--- config.mk ---
export PLATFORM = sky130hd
export DESIGN_NAME = fetch_unit
export DESIGN_NICKNAME = d
export VERILOG_FILES = /design/src/rtl/rv_pkg.sv /design/src/rtl/fetch_fifo.sv /design/src/rtl/fetch_unit.sv
export SDC_FILE = /design/constraint.sdc
export NUM_CORES = 1
export LEC_CHECK = 0
export BUFFER_PORTS_ARGS = -buffer_cell sky130_fd_sc_hd__buf_2
export CAP_MARGIN = 20
export CORE_MARGIN = 1.5
export CORE_UTILIZATION = 50
export CTS_CLUSTER_SIZE = 8
export DETAILED_ROUTE_END_ITERATION = 8
export GPL_ROUTABILITY_DRIVEN = 0
export MAX_ROUTING_LAYER = met4
export PLACE_DENSITY = 0.77
export SYNTH_ARGS = -nofsm -noshare
export SYNTH_HDL_FRONTEND = slang
export SYNTH_SLANG_ARGS = --single-unit
--- constraint.sdc ---
create_clock -name clk -period 8.6 [get_ports clk]
set_clock_uncertainty 0.05 [all_clocks]
set_input_delay 0.86 -clock clk [delete_from_list [all_inputs] [get_ports clk]]
set_output_delay 0.86 -clock clk [all_outputs]
set_load 0.1 [all_outputs]
--- src/rtl/rv_pkg.sv ---
`default_nettype none
// ============================================================================
// Module   : rv_pkg
// Purpose  : Shared types and constants for the RISC-V-lite front end.
// Revision : 1.0
// ============================================================================
package rv_pkg;

    localparam logic [31:0] NOP_INSTR = 32'h0000_0013;

    typedef enum logic [0:0] {
        RUN   = 1'b0,
        DRAIN = 1'b1
    } fetch_state_t;

    typedef struct packed {
        logic [31:0] instr;
        logic [31:0] pc;
    } if_id_t;

    function automatic logic [31:0] word_align(input logic [31:0] a);
        return a & ~32'h0000_0003;
    endfunction

endpackage
`default_nettype wire

--- src/rtl/fetch_fifo.sv ---
`default_nettype none
// ============================================================================
// Module   : fetch_fifo
// Purpose  : Synchronous FIFO of {instr, pc} pairs; flush has priority.
// Revision : 1.0
// ============================================================================
module fetch_fifo
    import rv_pkg::*;
#(
    parameter int DEPTH = 2
) (
    input  logic                   clk,
    input  logic                   rst,
    input  logic                   i_push,
    input  if_id_t                 i_data,
    input  logic                   i_pop,
    input  logic                   i_flush,
    output if_id_t                 o_head,
    output logic                   o_full,
    output logic                   o_empty,
    output logic [$clog2(DEPTH):0] o_count
);

    localparam int             AW         = $clog2(DEPTH);
    localparam logic [AW:0]    c_full_cnt = (AW+1)'(DEPTH);

    if_id_t        r_mem [DEPTH];
    logic [AW-1:0] r_wr_ptr;
    logic [AW-1:0] r_rd_ptr;
    logic [AW:0]   r_count;
    logic          w_do_push;
    logic          w_do_pop;

    assign w_do_pop  = i_pop && (r_count != '0);
    assign w_do_push = i_push && ((r_count != c_full_cnt) || w_do_pop);

    always_ff @(posedge clk) begin
        if (rst || i_flush) begin
            r_wr_ptr <= '0;
            r_rd_ptr <= '0;
            r_count  <= '0;
        end else begin
            if (w_do_push) r_wr_ptr <= r_wr_ptr + AW'(1);
            if (w_do_pop)  r_rd_ptr <= r_rd_ptr + AW'(1);
            r_count <= r_count + (AW+1)'(w_do_push) - (AW+1)'(w_do_pop);
        end
    end

    always_ff @(posedge clk) begin
        if (w_do_push && !i_flush) r_mem[r_wr_ptr] <= i_data;
    end

    assign o_head  = r_mem[r_rd_ptr];
    assign o_full  = (r_count == c_full_cnt);
    assign o_empty = (r_count == '0);
    assign o_count = r_count;

endmodule
`default_nettype wire

--- src/rtl/fetch_unit.sv ---
`default_nettype none
// ============================================================================
// Module   : fetch_unit
// Purpose  : Instruction fetch stage: PC, imem req/gnt/rvalid, prefetch FIFO.
//            Optional macro FETCH_CNT_EN adds the fetch_cnt output.
// Revision : 1.0
// ============================================================================
module fetch_unit
    import rv_pkg::*;
#(
    parameter logic [31:0] RESET_PC   = 32'h0000_0000,
    parameter int          FIFO_DEPTH = 2
) (
    input  logic        clk,
    input  logic        rst,
    output logic        imem_req,
    output logic [31:0] imem_addr,
    input  logic        imem_gnt,
    input  logic        imem_rvalid,
    input  logic [31:0] imem_rdata,
    input  logic        redirect,
    input  logic [31:0] redirect_pc,
    input  logic        id_ready,
    output logic        id_valid,
    output logic [31:0] id_instr,
    output logic [31:0] id_pc
`ifdef FETCH_CNT_EN
    ,
    output logic [31:0] fetch_cnt
`endif
);

    localparam int CW = $clog2(FIFO_DEPTH) + 1;

    fetch_state_t r_state, w_state_nxt;
    logic [31:0]  r_pc;
    logic [31:0]  r_rsp_pc;
    logic [CW-1:0] r_outstanding;
    logic [CW-1:0] r_drop;
    logic [CW-1:0] w_drop_nxt;
    logic [CW-1:0] w_out_nxt;
    logic [CW-1:0] w_inflight;
    logic [CW-1:0] w_count;
    logic [31:0]  w_redirect_pc;
    logic         w_grant;
    logic         w_push;
    logic         w_pop;
    logic         w_full;
    logic         w_empty;
    if_id_t       w_head;
    if_id_t       w_push_data;

    assign w_redirect_pc = word_align(redirect_pc);
    assign w_grant       = imem_req && imem_gnt;
    assign w_pop         = id_valid && id_ready;
    assign w_push        = imem_rvalid && (r_state == RUN) && (r_drop == '0) && !redirect;
    assign w_out_nxt     = r_outstanding + CW'(w_grant) - CW'(imem_rvalid);
    assign w_push_data   = '{instr: imem_rdata, pc: r_rsp_pc};

    // A slot freed by this cycle's pop is reusable immediately, which keeps
    // single-cycle memory streaming at one instruction per cycle.
    assign w_inflight = r_outstanding + w_count - CW'(w_pop);
    assign imem_req   = !rst && (r_state == RUN) && (w_inflight < CW'(FIFO_DEPTH));
    assign imem_addr  = r_pc;

    always_comb begin
        w_state_nxt = r_state;
        w_drop_nxt  = r_drop;
        case (r_state)
            RUN: begin
                if (redirect) begin
                    w_drop_nxt = w_out_nxt;
                    if (w_out_nxt != '0) w_state_nxt = DRAIN;
                end
            end
            DRAIN: begin
                if (imem_rvalid) begin
                    w_drop_nxt = r_drop - CW'(1);
                    if (r_drop == CW'(1)) w_state_nxt = RUN;
                end
            end
            default: w_state_nxt = RUN;
        endcase
    end

    always_ff @(posedge clk) begin
        if (rst) begin
            r_state       <= RUN;
            r_pc          <= RESET_PC;
            r_rsp_pc      <= RESET_PC;
            r_outstanding <= '0;
            r_drop        <= '0;
        end else begin
            r_state       <= w_state_nxt;
            r_drop        <= w_drop_nxt;
            r_outstanding <= w_out_nxt;
            if (redirect)     r_pc <= w_redirect_pc;
            else if (w_grant) r_pc <= r_pc + 32'd4;
            if (redirect)     r_rsp_pc <= w_redirect_pc;
            else if (w_push)  r_rsp_pc <= r_rsp_pc + 32'd4;
        end
    end

    fetch_fifo #(
        .DEPTH (FIFO_DEPTH)
    ) u_fifo (
        .clk     (clk),
        .rst     (rst),
        .i_push  (w_push),
        .i_data  (w_push_data),
        .i_pop   (w_pop),
        .i_flush (redirect),
        .o_head  (w_head),
        .o_full  (w_full),
        .o_empty (w_empty),
        .o_count (w_count)
    );

    assign id_valid = !w_empty;
    assign id_instr = id_valid ? w_head.instr : NOP_INSTR;
    assign id_pc    = id_valid ? w_head.pc : r_rsp_pc;

    always_ff @(posedge clk) begin
        if (!rst) assert (!(w_push && w_full && !w_pop));
    end

`ifdef FETCH_CNT_EN
    logic [31:0] r_fetch_cnt;

    always_ff @(posedge clk) begin
        if (rst)        r_fetch_cnt <= '0;
        else if (w_pop) r_fetch_cnt <= r_fetch_cnt + 32'd1;
    end

    assign fetch_cnt = r_fetch_cnt;
`endif

endmodule
`default_nettype wire

==> metrics.cfg, run 1 <==
[detailed_routing]
firstDrtPassIters = 5
drt_iter0_markers = 420
drc = 0
ant_nets = 0
via_per_inst = 5.52
wl_per_cell_um = 16.9
num_vias = 6373
wl_um = 19600

[sta]
whs_ns = 0.472
fin_tns_setup_ns = 0
relSlewSlack = 0.269
max_freq_ghz = 0.206
slew_viol_final = 0
setup_viol = 0
worst_pin_slew_ns = 1.10
hold_viol_final = 0
finalCriticalPeriod_ns = 4.86
setup_slack_ns = 3.74
rsz0062_at_grt = no
timing.final.crit_share = 0.565

[power_and_ir_drop]
p_per_area_nw_per_um2 = 232
p_leak_nw = 3.84
power_mw = 2.41
vdd_drop_max_mv = 0.157

[synthesis]
yosys-top-cells-area = edfxtp_1 (42%), dfxtp_1 (16%), mux2i_1 (7.1%), xnor2_1 (3.7%), nor2_1 (2.8%)
synthCells = 773
synth_seq_cells = 194
async_flop_share = 0
syn_avg_cell_area_um2 = 11.4
synth.most_common_cell = edfxtp_1
synth_cell_type_count = 58
synthTopCellsByCount = edfxtp_1 (124), dfxtp_1 (70), nor2_1 (65)
ys.flop_type = edfxtp_1
ys_warn_count = 0
synth_top_cell_by_area = edfxtp_1
syn_area_um2 = 8840
ys_seq_area_frac = 0.580
netlist.area_leader.share = 0.421
synth_edf_count = 124

[worst_hold_path]
holdCritPathClass = register to register
min-delay-start = u_fifo.r_rd_ptr$_SDFFE_PP0P_
holdPathEnd = u_fifo.r_rd_ptr$_SDFFE_PP0P_
hold_path_depth = 2

[floorplanning]
core_um2 = 17300
die_w_um = 136
initial_utilization = 0.511
fp.dieArea_um2 = 18500
die_y_um = 136
io_pins = 168
rows = 48

[global_route]
first_global_vias = 5809
grt_pass1_wl_um = 30200
grt_use_total = 0.217
antenna_found_initial = 0
grt_start_max_net_pins = 91
overflow = 0

[run_status]
status = finished, final reports clean

[placement]
dp_cells = 1123
place_area_um2 = 9800
io_buffers = 161
hpwlAfterDp_um = 13100
dp_slack_ns = 3.70

[worst_setup_path]
critPathMaxStageDelay_ns = 0.64
reg2reg_from = u_fifo.o_count[1]$_SDFF_PP0_
r2r_cells = 18
critPathKind = register to register
r2r_slack_ns = 3.74
r2r-end = r_state$_SDFF_PP0_
cp-end-kind = register
worstPathArrival_ns = 5.11
critPathRequiredTime_ns = 8.84
cp_max_fo = 90
worstSetupStartpointType = register
crit_path_top_delay_cell = buf_4
cp_cell_sequence = nor2_4 > buf_4 > inv_1 > and2_1 > ha_1 > xnor2_2 > xnor3_1 > buf_4 > nor2_1 > inv_1 > ha_1 > inv_1 > ha_1 > xor2_1 > xnor2_1 > nand2b_1 > a21oi_1 > a311oi_1

[cells_and_area]
final_cell_count_no_fill = 1155
diodes = 0
layout-drive-gt1-share = 0.237
fin_nets = 995
design_area_um2 = 10400
fillers = 1412
fin_util = 0.600
syn_to_final_growth_pct = 17.4

[clock_network]
htree_levels = 4
cts-resized-gates = 0
root_buffer = clkbuf_16
clk_pin_slew_ns = 0.07
clock_sinks = 194
postCtsSetupBuffers = 0
clk_latency_ns = 0.43
cts_tree = done
cts_buffers = 17
clockBufferDepth = 2
ctsHoldBuffers = 0

[job]
cap_violations = 0

-- cell families after synthesis --
| group | after synthesis | synth area share |
|---|---|---|
| AND/OR/NAND/NOR | 251 | 0.153 |
| flip-flops | 194 | 0.580 |
| AO/OA/AOI/OAI | 128 | 0.0929 |
| buffers and inverters | 74 | 0.0351 |
| multiplexers | 63 | 0.0713 |
| XOR/XNOR | 54 | 0.0559 |
| adder cells (fa/ha/maj) | 8 | 0.0113 |
| other | 1 | 0.000424 |
-- final cells by class --
class	count	area, um2	area share
Inverter	29	109	0.0105
Tap cell	225	282	0.0271
Sequential cell	194	5130	0.494
Clock buffer	17	425	0.0410
Clock inverter	15	148	0.0142
Multi-Input combinational cell	508	3430	0.331
Timing Repair Buffer	167	851	0.0820
-- worst max-delay path by stage --
stage,startpoint,to,slack (ns)
final,u_fifo.o_count[1]$_SDFF_PP0_,r_state$_SDFF_PP0_,3.74
after global routing,u_fifo.o_count[1]$_SDFF_PP0_,r_state$_SDFF_PP0_,3.31
after floorplan,u_fifo.o_count[1]$_SDFF_PP0_,imem_req,3.03
after CTS,u_fifo.o_count[1]$_SDFF_PP0_,r_state$_SDFF_PP0_,3.68
after detailed placement,u_fifo.o_count[1]$_SDFF_PP0_,r_state$_SDFF_PP0_,3.70
after global placement,u_fifo.o_count[1]$_SDFF_PP0_,r_state$_SDFF_PP0_,3.79
-- layout by cell type (no fill, tap or decap), types with 5 or more instances in the layout --
cell type  netlist  final
inv_6            0      5
a31oi_1          9      9
ha_1             8      8
o21ai_0         35     35
a21boi_0        23     23
nand3_1         20     20
nand2_1         60     60
a211oi_1        16     16
edfxtp_1       124    124
nand4_1         20     20
nor2_1          65     64
mux2i_1         63     63
a211o_1          6      6
xnor2_1         37     37
xor2_1          15     15
and4_1           8      8
and3_1           7      7
nor4_1          10     10
dfxtp_1         70     69
and2_1           6      5
or3_1            5      5
clkbuf_16        0     17
a21oi_1         22     22
nor3_1          17     17
buf_4            4      6
inv_1           29     29
buf_2            2    161
-- layer usage --
metal,GRT usage,vias up,wire [um]
met5,-,-,0
met4,0.0585,0,155
met3,0.0481,13,1530
met2,0.325,249,9050
met1,0.301,2999,8840
li1,-,3112,-
-- worst max-delay path, delay by kind of cell, from the launching register on --
family | cells | cell delay (ns)
buffers and inverters | 5 | 1.40
DFF | 1 | 0.37
AOI/OAI and AO/OA | 2 | 0.21
and+or+nand+nor | 4 | 0.94
adders and majority gates | 3 | 0.78
xor gates and xnor gates | 4 | 0.97
-- report_power, final --
part,leakage [nW],internal [mW],switching (mW)
Sequential,1.72,1.05,0.0509
Combinational,1.84,0.109,0.425
Clock,0.275,0.408,0.364
Total,3.84,1.57,0.840
-- registers in the layout, indices dropped and copies added (netlist names), named ones only --
| name | flops |
|---|---|
| u_fifo.r_mem | 124 |
| u_fifo.r_rd_ptr | 1 |
| r_state | 1 |
| r_drop | 2 |
| u_fifo.o_count | 2 |
| r_outstanding | 2 |
| r_rsp_pc | 30 |
| u_fifo.r_wr_ptr | 1 |
| imem_addr | 30 |
Power figures use the tool's default switching activity.
==> run 2, diff against run 1 <==
==> constraint.sdc (replaced) <==
create_clock -name clk -period 4.85 [get_ports clk]
set_clock_uncertainty 0.05 [all_clocks]
set_input_delay 0.485 -clock clk [delete_from_list [all_inputs] [get_ports clk]]
set_output_delay 0.485 -clock clk [all_outputs]
set_load 0.1 [all_outputs]
==> run 2 against run 1 <==
  * Sequential share of layout area shrank 0.14 points
  * Via count shrank 0.27%
  * Non-clock buffer count is the same
  * Core utilization grew 0.17 points
  * Global-route usage is essentially flat
  * Combinational power grew 78%
  * Register-to-register slack lost 2.8 ns
  * Maximum frequency grew 23%
  * Setup slack lost 2.8 ns
  * Wire length shrank 0.58%
  * Flip-flop and latch count is the same
  * First-iteration DRC count shrank 3.1%
  * Largest cell class unchanged
  * Highest routed layer unchanged
==> metrics.cfg, run 2 (synthesized netlist as in run 1, its figures left out) <==
[run_status]
status = finished, final reports clean

[floorplanning]
die_y_um = 136  ; unchanged
die_w_um = 136  ; unchanged
rows = 48  ; unchanged
fp.dieArea_um2 = 18500  ; unchanged
initial_utilization = 0.511  ; unchanged
io_pins = 168  ; unchanged
core_um2 = 17300  ; unchanged

[cells_and_area]
top_register = u_fifo.r_mem
layout-drive-gt1-share = 0.238  ; +0.00108
fin_util = 0.602  ; +0.00174
final_cell_count_no_fill = 1155  ; unchanged
syn_to_final_growth_pct = 17.7
final_common_cell = buf_2
final_cell_mix = buf_2 (161), edfxtp_1 (124), dfxtp_1 (69), nor2_1 (64), mux2i_1 (63)
diodes = 0  ; unchanged
fin_nets = 995  ; unchanged
largest_reg_flops = 124  ; unchanged

[placement]
hpwlAfterDp_um = 13100  ; +0.34%
io_buffers = 161  ; unchanged
dp_slack_ns = 0.933  ; -2.76 ns
dp_cells = 1123  ; unchanged

[power_and_ir_drop]
p_comb_frac = 0.224  ; +0.002
swShare = 0.355  ; +0.00587
p_per_area_nw_per_um2 = 409  ; +76%
p_int_mw = 2.75  ; +75%
power_mw = 4.26  ; +77%
sequentialPowerShare = 0.458  ; about the same
vdd_drop_max_mv = 0.306  ; +96%
clkPwrFrac = 0.318  ; -0.003
switchingPower_mw = 1.51  ; +80%
p_leak_nw = 3.85  ; +0.32%

[sta]
setup_slack_ns = 0.905  ; -2.83 ns
rsz0062_at_grt = no
worst_pin_slew_ns = 1.11  ; +0.0177 ns
relSlewSlack = 0.257  ; -0.0118
hold_viol_final = 0  ; unchanged
setup_viol = 0  ; unchanged
max_freq_ghz = 0.253  ; +23%
timing.final.crit_share = 0.813  ; +0.248
finalCriticalPeriod_ns = 3.95  ; -0.918 ns
slew_viol_final = 0  ; unchanged
fin_tns_setup_ns = 0  ; unchanged

[worst_setup_path]
crit_buf_inv = 4  ; -1
cp-end-kind = register
critPathTopFamily = XOR/XNOR gates
worstPathArrival_ns = 4.19  ; -0.92 ns
critPathRequiredTime_ns = 5.09  ; -3.75 ns
cp_max_fo = 22  ; -76%
worstSetupStartpointType = register
cp_cell_sequence = nor2_4 > inv_1 > and2_1 > ha_1 > xnor2_2 > xnor3_1 > buf_4 > nor2_1 > inv_1 > ha_1 > inv_1 > ha_1 > xor2_1 > xnor2_1 > nand2b_1 > a21oi_1 > a311oi_1
critPathMaxStageDelay_ns = 0.44  ; -0.20 ns
critPathKind = register to register
crit_path_top_delay_cell = nor2_1

[clock_network]
cts_tree = done
root_buffer = clkbuf_16
cts_buffers = 17  ; unchanged
postCtsSetupBuffers = 0  ; unchanged
cts-resized-gates = 0  ; unchanged
clk_latency_ns = 0.43  ; about the same
clock_sinks = 194  ; unchanged
clockBufferDepth = 2  ; unchanged
ctsHoldBuffers = 0  ; unchanged
htree_levels = 4  ; unchanged
clk_pin_slew_ns = 0.08  ; about the same

[global_route]
grt_pass1_wl_um = 30100  ; -0.39%
grt_start_max_net_pins = 90  ; -1.1%
first_global_vias = 5813  ; +0.069%
overflow = 0  ; unchanged
antenna_found_initial = 0  ; unchanged
grt_use_total = 0.217  ; about the same

[detailed_routing]
via_per_inst = 5.50  ; -0.27%
num_vias = 6356  ; -0.27%
wl_per_cell_um = 16.8  ; -0.58%
ant_nets = 0  ; unchanged
firstDrtPassIters = 8  ; +3
drc = 0  ; unchanged
drt_iter0_markers = 407  ; -3.1%
wl_um = 19500  ; -0.58%

[job]
cap_violations = 0  ; unchanged

[worst_hold_path]
holdCritPathClass = input port to register

==> run 2: changes by cell type in the layout (fill, tap and decap cells not counted), moves of 2 or more <==
cell,delta
buf_12,+2
buf_4,-2
inv_6,+2
inv_8,+2
==> run 2: worst paths after layout <==
| kind | depth (start not counted) | startpoint | slack, ns | to |
|---|---|---|---|---|
| worst max-delay path | 17 | u_fifo.o_count[1]$_SDFF_PP0_ | 0.90 | r_state$_SDFF_PP0_ |
| worst min register to register | 0 | r_rsp_pc[15]$_SDFFE_PP0P_ | 0.48 | u_fifo.r_mem[1][15]$_DFFE_PP_ |
| worst min-delay path | 1 | imem_rdata[5] | 0.19 | u_fifo.r_mem[1][37]$_DFFE_PP_ |
| worst max register to register | 17 | u_fifo.o_count[1]$_SDFF_PP0_ | 0.90 | r_state$_SDFF_PP0_ |
==> run 2: power groups by stage <==
| stage | combinational, mW | sequential, mW | clock, mW |
|---|---|---|---|
| floorplan | 0.679 | 2.09 | 0 |
| global placement | 0.944 | 1.98 | 0 |
| detailed placement | 0.954 | 1.99 | 0 |
| CTS | 0.957 | 1.95 | 1.39 |
| global route | 1.01 | 1.97 | 1.45 |
| finish | 0.952 | 1.95 | 1.36 |
==> run 2: worst register-to-register path, cell delays in order (launching register included) <==
cell and delay [ns]:
dfxtp_1 0.37, nor2_4 0.12, inv_1 0.11, and2_1 0.21
ha_1 0.23, xnor2_2 0.22, xnor3_1 0.34, buf_4 0.23
nor2_1 0.45, inv_1 0.25, ha_1 0.34, inv_1 0.04
ha_1 0.17, xor2_1 0.15, xnor2_1 0.25, nand2b_1 0.09
a21oi_1 0.15, a311oi_1 0.06
==> run 2: cell type report <==
class	instances	area [um2]
Clock buffer	17	425
Clock inverter	15	148
Fill cell	1447	6890
Inverter	29	109
Multi-Input combinational cell	508	3440
Sequential cell	194	5130
Tap cell	225	282
Timing Repair Buffer	167	876
==> run 2: per-stage QoR <==
step	hold slack, ns	area, um2
CTS	0.170	10400
global route	0.168	10400
global placement	0.449	9830
finish	0.190	10400
floorplan	0.417	8860
detailed placement	0.458	9830
==> run 2: per-layer routing <==
layer | part of all wire | global-route usage | vias up | routed length, um
li1 | - | - | 3104 | -
met1 | 0.45 | 0.291 | 2975 | 8780
met2 | 0.46 | 0.335 | 260 | 8920
met3 | 0.079 | 0.0380 | 17 | 1540
met4 | 0.011 | 0.0757 | 0 | 223
met5 | 0 | - | - | 0
